--- config.mk ---
export PLATFORM = sky130hd
export DESIGN_NAME = count_scheduler
export DESIGN_NICKNAME = d
export VERILOG_FILES = /design/src/rtl/count_scheduler.sv
export SDC_FILE = /design/constraint.sdc
export NUM_CORES = 1
export LEC_CHECK = 0
export ABC_AREA = 1
export ABC_CLOCK_PERIOD_IN_PS = 4300
export BUFFER_PORTS_ARGS = -buffer_cell sky130_fd_sc_hd__clkbuf_2
export CORE_AREA = 5 5 69 55
export DETAILED_ROUTE_END_ITERATION = 16
export DIE_AREA = 0 0 74 60
export PLACE_DENSITY = 0.74
export SYNTH_ARGS = -nofsm -noshare
export SYNTH_HDL_FRONTEND = slang
export SYNTH_SLANG_ARGS = --single-unit
--- constraint.sdc ---
create_clock -name clk -period 4.3 [get_ports clk]
set_input_delay 0.215 -clock clk [delete_from_list [all_inputs] [get_ports clk]]
set_output_delay 0.215 -clock clk [all_outputs]
set_load 0.02 [all_outputs]
--- src/rtl/count_scheduler.sv ---
// count_scheduler: round-robin owner of one shared count_machine.
// Watchdog abort is built only with `define COUNT_SCHED_TIMEOUT_EN.
module count_scheduler #(
    parameter int NUM_REQ       = 4,
    parameter int GAP_TICKS     = 1,
    parameter int TIMEOUT_TICKS = 64
) (
    input  logic               clk,
    input  logic               rst,
    input  logic               clk_enable,
    input  logic [NUM_REQ-1:0] req,
    input  logic               cm_last,
    output logic               cm_start,
    output logic [NUM_REQ-1:0] grant,
    output logic [NUM_REQ-1:0] done,
    output logic               busy,
    output logic               timeout
);

    localparam int PW = $clog2(NUM_REQ);

    typedef enum logic [1:0] {IDLE, START, RUN, GAP} state_t;

    state_t             state;
    logic [PW-1:0]      rr_ptr;
    logic [PW-1:0]      win_idx;
    logic               win_vld;
    logic [NUM_REQ-1:0] win_oh;
    logic [PW:0]        scan_sum;
    logic [7:0]         gap_cnt;
    logic               tmo_hit;
    logic               run_end;

    // Scan from rr_ptr upward; descending loop leaves the nearest hit.
    always_comb begin
        win_vld  = 1'b0;
        win_idx  = '0;
        scan_sum = '0;
        for (int i = NUM_REQ - 1; i >= 0; i--) begin
            scan_sum = {1'b0, rr_ptr} + (PW+1)'(i);
            if (scan_sum >= (PW+1)'(NUM_REQ))
                scan_sum = scan_sum - (PW+1)'(NUM_REQ);
            if (req[scan_sum[PW-1:0]]) begin
                win_vld = 1'b1;
                win_idx = scan_sum[PW-1:0];
            end
        end
    end

    assign win_oh = NUM_REQ'(1) << win_idx;

`ifdef COUNT_SCHED_TIMEOUT_EN
    logic [15:0] tick_cnt;

    assign tmo_hit = clk_enable && !cm_last &&
                     (tick_cnt == 16'(TIMEOUT_TICKS - 1));

    always_ff @(posedge clk) begin
        if (rst)
            tick_cnt <= '0;
        else if (state == START && clk_enable)
            tick_cnt <= '0;
        else if (state == RUN && clk_enable)
            tick_cnt <= tick_cnt + 16'd1;
    end
`else
    assign tmo_hit = 1'b0;
`endif

    assign run_end = cm_last || tmo_hit;

    always_ff @(posedge clk) begin
        if (rst) begin
            state    <= IDLE;
            rr_ptr   <= '0;
            grant    <= '0;
            done     <= '0;
            cm_start <= 1'b0;
            busy     <= 1'b0;
            timeout  <= 1'b0;
            gap_cnt  <= '0;
        end else begin
            done    <= '0;
            timeout <= 1'b0;
            unique case (state)
                IDLE: begin
                    if (win_vld) begin
                        grant    <= win_oh;
                        rr_ptr   <= (win_idx == PW'(NUM_REQ - 1)) ?
                                    '0 : win_idx + PW'(1);
                        cm_start <= 1'b1;
                        busy     <= 1'b1;
                        state    <= START;
                    end
                end
                START: begin
                    if (clk_enable) begin
                        cm_start <= 1'b0;
                        state    <= RUN;
                    end
                end
                RUN: begin
                    if (run_end) begin
                        done    <= cm_last ? grant : '0;
                        timeout <= tmo_hit;
                        grant   <= '0;
                        gap_cnt <= '0;
                        if (GAP_TICKS == 0) begin
                            busy  <= 1'b0;
                            state <= IDLE;
                        end else begin
                            state <= GAP;
                        end
                    end
                end
                GAP: begin
                    if (clk_enable) begin
                        if (gap_cnt == 8'(GAP_TICKS - 1)) begin
                            busy  <= 1'b0;
                            state <= IDLE;
                        end else begin
                            gap_cnt <= gap_cnt + 8'd1;
                        end
                    end
                end
                default: begin
                    state    <= IDLE;
                    grant    <= '0;
                    cm_start <= 1'b0;
                    busy     <= 1'b0;
                end
            endcase
        end
    end

endmodule

Word level (Yosys, flattened, before mapping):

Index checks and enable logic that the tools add are counted.

* memories kept: 0
* bits in latches: 0
* ROM bits: 0
* word-level logic and storage cells: 90
* bits in writable memories: 0
* bits in registers: 22
* input port bits: 8

* reduce and logical (&&, ||, !) cells: 13
* $add $sub $neg: 9
* bitwise logic cells: 2
* equality and inequality tests: 10
* muxes and demuxes: 40
* order comparisons: 8
* shift-type cells: 1
* divide/modulo/power cells: 0
* $mul: 0

Operators by type and width (number)
* two-way mux 2 bit: 14
* two-way mux 8 bit: 3
* case mux 8 bit (2 select lines): 1
* less-than comparator 2 x 3 -> 1 bit (second input constant): 4
* two-way mux 1 bit: 12
* != test 2 bit (second input constant): 6
* >= comparator 3 bit (second input constant): 3
* adder 8 x 1 -> 8 bit (second input constant): 1
* binary-select mux 1 bit (select 2 bit): 4
* zero test 8 bit: 1
* two-way mux 4 bit: 2
* case mux 2 bit (4 select lines): 1
* case mux 4 bit (2 select lines): 1
* AND reduction 4 bit: 2
* nonzero test 2 bit: 4
* subtractor 2 x 1 -> 2 bit (second input constant): 4
* adder 2 x 2 -> 3 bit (second input constant): 2
* == test 2 bit (second input constant): 3
* AND reduction 3 bit: 2
* AND reduction 5 bit: 1
* case mux 1 bit (2 select lines): 2
* left shift 1 x 2 -> 4 bit (first input constant): 1
* adder 2 x 1 -> 3 bit (second input constant): 1
* >= comparator 2 x 3 -> 1 bit (second input constant): 1
* 6 further kinds: 7

Logic depth before layout (Yosys ltp):

Gate-level depths: netlist (run 1).

* depth after elaboration: 12
* depth in mapped cells: 17
* depth with buffers taken out: 16

Least setup slack after synthesis (run 1):

OpenSTA, ideal clock, no wires.

* kind: register -> register
* start point: reg rr_ptr[0]
* end point: reg grant[1]
* arrival time: 1627 ps
* data required time: 4185 ps
* path buffers: 1
* setup slack: 2558 ps
* setup time: 115 ps
* stages on the path, launching flop included: 16
* cells stage by stage: dfxtp_1 > buf_4 > inv_4 > nand2_1 > nand2_1 > nor2_1 > inv_1 > nand2_1 > o21ai_0 > nand2_1 > inv_1 > ha_1 > nand2_1 > nand3_1 > nand2_1 > nor2_1

* word-level cells in the longest chain between the ends: 12
* elaborated cells between the ends (all ways): 36
* those cells by class: 7 x add/sub; 4 x order compare; 1 x eq/ne; 1 x shift; 22 x mux; 1 x reduce/logical

Ends and longest elaborated chain
* start, declared: RTL line 25 `logic [PW-1:0] rr_ptr;`
* start signal, assigned: RTL line 89 `rr_ptr <= (win_idx == PW'(NUM_REQ - 1)) ?`
* adder 2 x 2 -> 3 bit: RTL line 40 `scan_sum = {1'b0, rr_ptr} + (PW+1)'(i);`
* >= comparator 3 bit or subtractor 2 x 1 -> 2 bit (tied branches): RTL line 41, 42
* two-way mux 2 bit: RTL line 41 `if (scan_sum >= (PW+1)'(NUM_REQ))`
* binary-select mux 1 bit (select 2 bit): RTL line 43 `if (req[scan_sum[PW-1:0]]) begin`
* two-way mux 1 bit (implied by the code): RTL line 43
* two-way mux 2 bit (4 in a row): RTL line 43
* left shift 1 x 2 -> 4 bit: RTL line 50 `assign win_oh = NUM_REQ'(1) << win_idx;`
* two-way mux 4 bit: RTL line 87 `if (win_vld) begin`
* case mux 4 bit (2 select lines): RTL line 85 `unique case (state)`
* end signal, assigned: RTL line 88 `grant <= win_oh;`
* end, declared: RTL line 14 `output logic [NUM_REQ-1:0] grant,`

Parallel ways exist; a longest one is shown, timed or not. The select of a mux whose other input is x is not followed.
A chain may end at the register's enable or synchronous reset.

Worst setup path in the final report (run 1):

* start point: reg rr_ptr[0]
* end point: reg grant[3]

Same word-level chain as after synthesis.

==> metrics.md, run 1 <==
| Metric | Value |
|---|---|
| Antenna violations before repair | 0 |
| Die Width | 74 um |
| Setup_tns | 0 ns |
| Clock buffer count from CTS | 3 |
| Crit path arrival time | 2.26 ns |
| Starting Density | 46.16% |
| Global-route wire length before repair | roughly 5200 um |
| Final HPWL from detailed placement | 2289 um |
| Fin crit share | 48.77% |
| Yosys warns | 0 |
| DR vias | 1322 |
| Die H | ~60 um |
| DRC | 0 |
| Layout cells sized above 1 | 14.77% |
| Syn nets | 240 |
| Max Transition Viols Final | 0 |
| Initial DRC count | ~60 |
| Post-CTS Resized | 0 |
| WP buf/inv | 3 |
| Cell mode on critical path | nand2_1 |
| Seq pwr share | 27.6% |
| CTS root buffer | clkbuf_8 |
| Result of the run | finished, final reports clean |
| H-tree Lvls | 1 |
| Routed Antenna Nets | 0 |
| Sw Share | 48.16% |
| Startpoint Class | register |
| Peak VDD IR | 0.2999 mV |
| Largest net degree at the start of global routing | 14 |
| Diode count | 0 |
| Worst-Skew Late Latency | 0.27 ns |
| Worst-Margin Slew | 0.5773 ns |
| Num ports | 19 |
| Vias in the first global route | between 1000 and 1500 |
| Max FO, Critical Path | 8 |
| Final setup vio count | 0 |
| Fmax | 476.9 MHz |
| CTS tree | yes |
| Synth Area per Inst | approximately 6.5 um^2 |
| Unrepaired setup endpoints after global routing | false |
| Comb pwr share | between 50 and 60% |
| Critical path type | reg2reg |
| Most common cell after layout, fill and taps aside | nand2_1 |
| Crit path max-delay family | simple AND/OR/NAND/NOR gates |
| Skew final | roughly 0.0012 ns |
| DR pass1 iterations | 4 |
| Pint | 0.5468 mW |
| Synth-to-layout area growth | 10.65% |
| Final #Nets | 257 |
| Final WL | between 2000 and 3000 um |
| Layout fillers | roughly 330 |
| Synth Cell Area | 1445 um^2 |
| CORE AREA | 3131 um^2 |
| Max cap viols | 0 |
| DR vias/cell | 4.773 |
| Worst Setup End Kind | register |
| CTS max path bufs | 2 |
| Crit-path slowest cell | dfxtp_1 |
| FP Rows | 18 |
| Power Density | approximately 660 nW/um^2 |
| Pwr Total | 1.055 mW |
| Endpoints failing hold | 0 |
| Cts hold-fix bufs | 0 |
| Footprint of the multi-input gates | 845.8 um^2 |
| Max transition margin | 61.51% |
| Crit path required time | 4.47 ns |
| Gr ovfl total | 0 |
| Die area | 4440 um^2 |
| CTS sink cnt | 22 |
| Psw | 0.5079 mW |
| Most frequent cells in the layout | nand2_1 (65), inv_1 (29), nor2_1 (27) |
| Seq cells post-synth | 22 |
| Slowest stage delay, CP | 0.52 ns |
| Global Route Usage Sum | between 10 and 15% |
| GPL Wtd Cong | about 0.81 |
| Clock group share of total power | 14.4% |
| Post-synthesis cell type count | 30 |
| Port buffer count | 17 |
| Seq/Total Area, Yosys | 30.48% |
| Tmin final | roughly 2.1 ns |
| Post-CTS Setup Bufs | 0 |
| Hold crit path type | in2reg |
| FF+latch area | between 400 and 500 um^2 |
| Crit-path cells | inv_4 > nand2_1 > nand2_1 > nor2_1 > inv_1 > nand2_1 > o21ai_0 > nand2_1 > inv_1 > ha_1 > nand2_1 > nand3_1 > nand2_1 > nor2_1 |
| Leakage | ~0.8 nW |
| Syn Inst Count | 221 |
| Worst-path clk slew | 0.08 ns |
| Routed wire length per instance | 10.46 um |
[power by group through the flow]
stage	sequential (mW)	combinational [mW]	clock, mW
final	0.291	0.612	0.151
after global routing	0.299	0.702	0.162
after CTS	0.291	0.612	0.154
after detailed placement	0.295	0.609	0
after global placement	0.293	0.602	0
after floorplan	0.308	0.482	0
[routing by layer]
layer	GRT usage (%)	share of wire [%]	vias to the layer above	wire, um
met5	0	0	-	0
met4	3.876	1.3	0	37
met3	3.866	3.1	5	90
met2	22.60	45	10	1315
met1	20.73	50	589	1454
li1	-	-	718	-
[worst paths after layout]
path	startpoint	endpoint	slack, ns	depth (start not counted)
worst max-delay path	rr_ptr[0]$_SDFFE_PP0P_	grant[3]$_SDFFE_PP0P_	2.20	14
worst min-delay path	rst	cm_start$_SDFFE_PP0P_	0.23	2
worst max register to register	rr_ptr[0]$_SDFFE_PP0P_	grant[3]$_SDFFE_PP0P_	2.20	14
worst min register to register	grant[0]$_SDFFE_PP0P_	done[0]$_SDFF_PP0_	0.45	2
[Yosys cell counts]
library cell	instances	share of area, %
a21oi_1	16	5.5
nor2_4	1	0.78
a211oi_1	1	0.52
o22ai_1	1	0.43
nand2_2	5	2.2
nor3_1	5	1.7
o21ai_2	1	0.61
inv_1	29	7.5
nor2_1	27	7.0
nand3_4	1	1.2
xor2_1	2	1.2
buf_2	2	0.69
ha_1	11	9.5
nor3b_2	1	0.87
o31ai_1	1	0.52
nand2_1	65	17
clkinv_1	1	0.26
buf_4	2	1.0
inv_4	1	0.43
inv_2	1	0.26
nand3_1	12	4.2
nor3b_1	1	0.52
dfxtp_1	22	30
o21ai_0	3	1.0
buf_6	1	0.78
nand2_4	1	0.78
xnor2_1	1	0.61
nor2_2	2	0.87
conb_1	1	0.26
nand4_1	3	1.3
[final cells by class]
cell class	count	share of cell area, %
Sequential cell	22	27.54
Clock buffer	4	3.443
Timing Repair Buffer	17	5.321
Tap cell	40	3.130
Inverter	32	7.668
Multi-Input combinational cell	162	52.90
[stage by stage]
| step | worst slack, ns | cell area, um^2 | instances | hold slack, ns | utilization (%) |
|---|---|---|---|---|---|
| after floorplan | 2.558 | 1445 | 221 | 0.2841 | - |
| after global placement | 2.334 | 1544 | 273 | 0.4288 | 49.32 |
| after detailed placement | 2.229 | 1544 | 273 | 0.4354 | 49.32 |
| after CTS | 2.222 | 1599 | 277 | 0.2240 | 51.08 |
| after global routing | 1.977 | 1599 | 277 | 0.2305 | 51.08 |
| final | 2.203 | 1599 | 277 | 0.2290 | 51.08 |
[sequential cells by signal, indices dropped and copies added, names as in the netlist]
register / count
done: 4
grant: 4
rr_ptr: 2
state: 2
gap_cnt: 8
busy: 1
cm_start: 1
[kinds of logic (layout without fill, tap and decap cells)]
kind of cell | count (synthesis) | after routing | share of synthesized area [%]
adders and majority gates | 11 | 11 | 9.524
AOI/OAI and AO/OA | 23 | 23 | 8.659
other | 1 | 1 | 0.2595
and+or+nand+nor | 124 | 124 | 38.27
xor gates and xnor gates | 3 | 3 | 1.819
buffers and inverters | 37 | 53 | 10.99
DFF | 22 | 22 | 30.48
[worst register-to-register path, stage by stage, from the launching register on]
cell,delay [ns]
dfxtp_1,0.52
inv_4,0.10
nand2_1,0.09
nand2_1,0.08
nor2_1,0.24
inv_1,0.10
nand2_1,0.07
o21ai_0,0.07
nand2_1,0.15
inv_1,0.09
ha_1,0.20
nand2_1,0.07
nand3_1,0.08
nand2_1,0.09
nor2_1,0.04
No activity file was read; power rests on OpenSTA's default activity.
==> inputs of run 2 (changes only) <==
--- a/config.mk
+++ b/config.mk
@@ -6,7 +6,7 @@
 export NUM_CORES = 1
 export LEC_CHECK = 0
 export ABC_AREA = 1
-export ABC_CLOCK_PERIOD_IN_PS = 4300
+export ABC_CLOCK_PERIOD_IN_PS = 2100
 export BUFFER_PORTS_ARGS = -buffer_cell sky130_fd_sc_hd__clkbuf_2
 export CORE_AREA = 5 5 69 55
 export DETAILED_ROUTE_END_ITERATION = 16
==> constraint.sdc (replaced) <==
create_clock -name clk -period 2.1 [get_ports clk]
set_input_delay 0.105 -clock clk [delete_from_list [all_inputs] [get_ports clk]]
set_output_delay 0.105 -clock clk [all_outputs]
set_load 0.02 [all_outputs]
==> metrics.md, run 2 (synthesis results as in run 1) <==
| Metric | Value |
|---|---|
| Worst R2R Start | rr_ptr[1]$_SDFFE_PP0P_ |
| Layout cells sized above 1 | 16.60% (+1.8 points) |
| GPL Wtd Cong | 0.8247 (+1.2%) |
| Slowest stage delay, CP | 0.49 ns (-0.03 ns) |
| GR Layer Usage met1 | 19.63% (-1.1 points) |
| Worst Setup End Kind | register |
| Worst-Skew Late Latency | 0.26 ns (about the same) |
| Clock group share of total power | 12.1% (-2.3 points) |
| Num ports | 19 (unchanged) |
| Unrepaired setup endpoints after global routing | false |
| DR pass1 iterations | 4 (unchanged) |
| CORE AREA | 3131 um^2 (unchanged) |
| Global-route wire length before repair | 5071 um (-1.6%) |
| Final #Nets | 262 (+1.9%) |
| Starting Density | 46.16% (unchanged) |
| CTS root buffer | clkbuf_8 |
| Endpoints failing hold | 0 (unchanged) |
| DR vias/cell | 4.779 (+0.14%) |
| Routed wire length per instance | 10.12 um (-3.2%) |
| Routed Antenna Nets | 0 (unchanged) |
| Peak VDD IR | 0.7708 mV (+160%) |
| Most common cell after layout, fill and taps aside | nand2_1 |
| Fin crit share | 90.13% (+41 points) |
| DRC | 0 (unchanged) |
| Most frequent cells in the layout | nand2_1 (65), inv_1 (29), nor2_1 (27) |
| Critical path type | reg2reg |
| Gr ovfl total | 0 (unchanged) |
| Clock buffer count from CTS | 3 (unchanged) |
| Power Density | 1328 nW/um^2 (+100%) |
| Crit-path slowest cell | dfxtp_1 |
| Max cap viols | 0 (unchanged) |
| DR vias | 1343 (+1.6%) |
| Die area | 4440 um^2 (unchanged) |
| Placed insts | 278 (+1.8%) |
| Hold crit path type | in2reg |
| CTS max path bufs | 2 (unchanged) |
| Fmax | 528.3 MHz (+11%) |
| Final WL | 2845 um (-1.8%) |
| Biggest regs | gap_cnt: 8 flops, done: 4 flops, grant: 4 flops |
| Final HPWL from detailed placement | 2285 um (-0.16%) |
| Crit path required time | 2.27 ns (-2.20 ns) |
| Startpoint Class | register |
| Final setup vio count | 0 (unchanged) |
| Layout fillers | 333 (+2.1%) |
| Port buffer count | 17 (unchanged) |
| Register-to-Register Path Depth | 14 (unchanged) |
| Worst R2R Setup Slack | 0.21 ns (-2.00 ns) |
| Routing usage on met2 | 23.11% (+0.51 points) |
| Synth-to-layout area growth | 12.55% |
| Max FO, Critical Path | 7 (-1) |
| Largest Register | gap_cnt |
| H-tree Lvls | 1 (unchanged) |
| Result of the run | finished, final reports clean |
| Diode count | 0 (unchanged) |
| Sw Share | 47.58% (-0.58 points) |
| Antenna violations before repair | 0 (unchanged) |
| Initial DRC count | 85 (+39%) |
| Busiest grt layer | met2 |
| Footprint of the multi-input gates | 845.8 um^2 (unchanged) |
| Die Width | 74 um (unchanged) |
| Hold Path Stages | 2 (unchanged) |
| FF+latch area | 444.2 um^2 (+0.85%) |
| Global Route Usage Sum | 14.76% (-0.065 points) |
| Largest net degree at the start of global routing | 14 (unchanged) |
| Hold Startpoint | rst |
| Tmin final | 1.893 ns (-0.2042 ns) |
| Setup_tns | 0 ns (unchanged) |
| Hold EP | cm_start$_SDFFE_PP0P_ |
| Pint | 1.133 mW (+110%) |
| Crit-path cells | inv_2 > nand2_2 > nand2_2 > nand2_2 > nand2_4 > nor2_4 > o21ai_0 > nand2_1 > inv_1 > ha_1 > nand2_1 > nand3_1 > nand2_1 > nor2_1 |
| Post-CTS Setup Bufs | 0 (unchanged) |
| Crit path arrival time | 2.06 ns (-0.20 ns) |
| Largest register FFs | 8 (unchanged) |
| Max Transition Viols Final | 0 (unchanged) |
| Leakage | 0.7942 nW (+2.2%) |
| Die H | 60 um (unchanged) |
| Seq pwr share | 27.7% (about the same) |
| M3 GR Usage | 4.538% (+0.67 points) |
| Psw | 1.028 mW (+100%) |
| Comb pwr share | 60.2% (+2.2 points) |
| Pwr Total | 2.161 mW (+100%) |
| CTS tree | yes |
| Skew final | 0.004736 ns (+0.003494 ns) |
| Worst-path clk slew | 0.08 ns (about the same) |
| FF-to-FF End | grant[3]$_SDFFE_PP0P_ |
| CTS sink cnt | 22 (unchanged) |
| Vias in the first global route | 1194 (+3.1%) |
| FP Rows | 18 (unchanged) |
| Finished Layout Cells | 281 (+1.4%) |
==> run 2: metrics by stage <==
step	utilization, %	cell area, um^2	setup slack [ns]	hold slack (ns)
floorplan	-	1445	0.3579	0.1741
global placement	50.52	1582	0.1948	0.3989
detailed placement	50.52	1582	0.1686	0.4055
CTS	51.84	1623	0.1459	0.1165
global route	51.96	1627	0.02859	0.1312
finish	51.96	1627	0.2072	0.1225
==> run 2: power by group through the flow <==
stage / clock (mW) / sequential, mW / combinational, mW
final: 0.262 / 0.598 / 1.30
after global routing: 0.288 / 0.610 / 1.52
after CTS: 0.275 / 0.594 / 1.31
after detailed placement: 0 / 0.603 / 1.30
after global placement: 0 / 0.602 / 1.28
after floorplan: 0 / 0.631 / 0.987
==> run 2: area by class of cell <==
cell class | instances | share of cell area, %
Multi-Input combinational cell | 162 | 52.00
Sequential cell | 22 | 27.31
Timing Repair Buffer | 22 | 7.538
Inverter | 32 | 7.538
Tap cell | 40 | 3.077
Clock buffer | 3 | 2.538
==> run 2: per-layer routing <==
| layer | vias up | routed length, um |
|---|---|---|
| met5 | - | 0 |
| met4 | 0 | 35 |
| met3 | 5 | 100 |
| met2 | 15 | 1307 |
| met1 | 598 | 1403 |
| li1 | 725 | - |
==> run 2: how the worst max path moves through the flow <==
stage	startpoint	end	depth (start not counted)
floorplan	rr_ptr[0]$_SDFFE_PP0P_	grant[1]$_SDFFE_PP0P_	15
global placement	rr_ptr[0]$_SDFFE_PP0P_	grant[1]$_SDFFE_PP0P_	16
detailed placement	rr_ptr[0]$_SDFFE_PP0P_	grant[3]$_SDFFE_PP0P_	16
CTS	rr_ptr[0]$_SDFFE_PP0P_	grant[3]$_SDFFE_PP0P_	16
global route	rr_ptr[1]$_SDFFE_PP0P_	grant[1]$_SDFFE_PP0P_	14
finish	rr_ptr[1]$_SDFFE_PP0P_	grant[3]$_SDFFE_PP0P_	14
==> run 2: timing repair <==
item | 4_1_cts | 5_1_grt
gates resized for setup | 0 | 2
endpoints found under the hold margin | 0 | 0
hold buffers | 0 | 0
endpoints found under the setup margin | 0 | 4
==> run 2: worst max-delay path, delay by kind of cell, from the launching register on <==
family / cells / cell delay, ns
flops: 1 / 0.49
fa+ha+maj: 1 / 0.21
compound gates: 1 / 0.10
simple gates: 10 / 0.83
buf+inv: 2 / 0.17
==> inputs of run 3 (changes only) <==
--- a/config.mk
+++ b/config.mk
@@ -9,9 +9,12 @@
 export ABC_CLOCK_PERIOD_IN_PS = 2100
 export BUFFER_PORTS_ARGS = -buffer_cell sky130_fd_sc_hd__clkbuf_2
 export CORE_AREA = 5 5 69 55
+export CTS_CLUSTER_SIZE = 8
 export DETAILED_ROUTE_END_ITERATION = 16
 export DIE_AREA = 0 0 74 60
+export HOLD_SLACK_MARGIN = 0.12
 export PLACE_DENSITY = 0.74
+export REMOVE_ABC_BUFFERS = 1
 export SYNTH_ARGS = -nofsm -noshare
 export SYNTH_HDL_FRONTEND = slang
 export SYNTH_SLANG_ARGS = --single-unit
==> metrics.md, run 3 (synthesis results as in run 1) <==
| Metric | Value |
|---|---|
| GPL Wtd Cong | 0.8456 (+2.5%) |
| Final HPWL from detailed placement | 2236 um (-2.1%) |
| Unrepaired setup endpoints after global routing | false |
| Diode count | 0 (unchanged) |
| Layout cells sized above 1 | 16.87% (+0.27 points) |
| Routing usage on met2 | 20.58% (-2.5 points) |
| Routed wire length per instance | 10.16 um (+0.31%) |
| CORE AREA | 3131 um^2 (unchanged) |
| Crit path arrival time | 2.03 ns (-0.03 ns) |
| Num ports | 19 (unchanged) |
| Initial DRC count | 115 (+35%) |
| Gr ovfl total | 0 (unchanged) |
| Die area | 4440 um^2 (unchanged) |
| Crit path required time | 2.24 ns (-0.03 ns) |
| Pint | 1.269 mW (+12%) |
| Most frequent cells in the layout | nand2_1 (65), inv_1 (29), nor2_1 (27) |
| Crit-path cells | ha_1 > inv_1 > nor2_1 > nor3_1 > nand2_1 > inv_1 > nand2_1 > nand2_1 > nor3b_1 |
| Worst-path clk slew | 0.08 ns (about the same) |
| Clock buffer count from CTS | 3 (unchanged) |
| Slowest stage delay, CP | 0.36 ns (-0.13 ns) |
| Antenna violations before repair | 0 (unchanged) |
| Critical path type | reg2reg |
| Peak VDD IR | 0.9350 mV (+21%) |
| Worst Setup End Kind | register |
| Die Width | 74 um (unchanged) |
| CTS tree | yes |
| Comb pwr share | 57.1% (-3.1 points) |
| DR vias | 1352 (+0.67%) |
| Die H | 60 um (unchanged) |
| Port buffer count | 17 (unchanged) |
| CTS sink cnt | 22 (unchanged) |
| Most common cell after layout, fill and taps aside | nand2_1 |
| Result of the run | finished, final reports clean |
| Max Transition Viols Final | 0 (unchanged) |
| DR vias/cell | 4.777 (about the same) |
| Layout Utilization | 53.16% (+1.2 points) |
| M3 GR Usage | 3.193% (-1.3 points) |
| Fmax | 528.4 MHz (about the same) |
| Fin crit share | 90.11% (about the same) |
| Final setup vio count | 0 (unchanged) |
| Synth-to-layout area growth | 15.15% |
| Power Density | 1384 nW/um^2 (+4.2%) |
| Crit-path slowest cell | dfxtp_1 |
| DRC | 0 (unchanged) |
| Global-route wire length before repair | 4795 um (-5.4%) |
| Routed Antenna Nets | 0 (unchanged) |
| Clock group share of total power | 17.0% (+4.9 points) |
| Sw Share | 44.89% (-2.7 points) |
| Final WL | 2874 um (+1.0%) |
| Endpoints failing hold | 0 (unchanged) |
| Biggest regs | gap_cnt: 8 flops, done: 4 flops, grant: 4 flops |
| Max FO, Critical Path | 9 (+2) |
| Cell mode on critical path | nand2_1 |
| H-tree Lvls | 1 (unchanged) |
| Busiest grt layer | met2 |
| Pwr Total | 2.303 mW (+6.6%) |
| Worst-Skew Late Latency | 0.26 ns (about the same) |
| Max cap viols | 0 (unchanged) |
| CTS root buffer | clkbuf_8 |
| Largest register FFs | 8 (unchanged) |
| Largest net degree at the start of global routing | 14 (unchanged) |
| Vias in the first global route | 1160 (-2.8%) |
| Leakage | 0.8116 nW (+2.2%) |
| Largest Register | gap_cnt |
| Hold crit path type | in2reg |
| DR pass1 iterations | 4 (unchanged) |
| FP Rows | 18 (unchanged) |
| Final #Nets | 263 (+0.38%) |
| Global Route Usage Sum | 13.57% (-1.2 points) |
| CTS max path bufs | 2 (unchanged) |
| Startpoint Class | register |
| GR Layer Usage met1 | 19.39% (-0.24 points) |
| Post-CTS Setup Bufs | 0 (unchanged) |
| Setup_tns | 0 ns (unchanged) |
| Seq pwr share | 25.9% (-1.8 points) |
| Skew final | 0.007654 ns (+0.002918 ns) |
| Starting Density | 46.16% (unchanged) |
| Psw | 1.034 mW (+0.57%) |
| Tmin final | 1.892 ns (-0.0003620 ns) |
==> run 3: what timing repair did <==
action	in CTS	in global routing
setup endpoints to repair	0	4
endpoints found under the hold margin	6	0
gates resized for setup	0	1
hold buffers	1	0
==> run 3: path summary, 6_finish.rpt <==
check	from	end	slack, ns	cells after the start
worst max register to register	state[0]$_SDFFE_PP0P_	gap_cnt[5]$_SDFFE_PP0P_	0.21	9
worst min-delay path	cm_last	done[1]$_SDFF_PP0_	0.17	3
worst min register to register	grant[1]$_SDFFE_PP0P_	done[1]$_SDFF_PP0_	0.46	2
worst max-delay path	state[0]$_SDFFE_PP0P_	gap_cnt[5]$_SDFFE_PP0P_	0.21	9
==> run 3: worst max-delay path, delay by kind of cell (launching register included) <==
family / cells / cell delay (ns)
buf+inv: 2 / 0.32
flops: 1 / 0.36
fa+ha+maj: 1 / 0.34
simple gates: 6 / 0.76
==> run 3: cell type report <==
class | instances | area, um^2
fill | 303 | 1466
multi-input combinational | 162 | 845.8
clock buffer | 3 | 41.29
inverter | 32 | 122.6
sequential | 22 | 441.7
clock inverter | 1 | 30.03
timing repair buffer | 23 | 132.6
tap | 40 | 50.05
==> run 3: routing by layer <==
metal / part of all wire, % / wire (um)
met1: 53 / 1526
met2: 42 / 1209
met3: 3.9 / 113
met4: 0.87 / 25
met5: 0 / 0
==> run 3: per-stage QoR <==
| stage | hold slack, ns | worst slack (ns) | instance area [um^2] | std cells |
|---|---|---|---|---|
| 6_report | 0.1683 | 0.2076 | 1664 | 283 |
| 5_1_grt | 0.1772 | 0.03127 | 1664 | 283 |
| 4_1_cts | 0.1700 | 0.1873 | 1663 | 283 |
| 3_5_place_dp | 0.3832 | 0.2080 | 1582 | 278 |
| 3_3_place_gp | 0.3846 | 0.2086 | 1582 | 278 |
| 2_1_floorplan | 0.1741 | 0.2997 | 1409 | 216 |
==> run 3: power groups by stage <==
stage               sequential, mW  combinational [mW]  clock, mW
CTS                          0.596                1.31      0.401
floorplan                    0.644               0.941          0
global placement             0.603                1.30          0
detailed placement           0.605                1.30          0
finish                       0.597                1.32      0.391
global route                 0.609                1.52      0.417
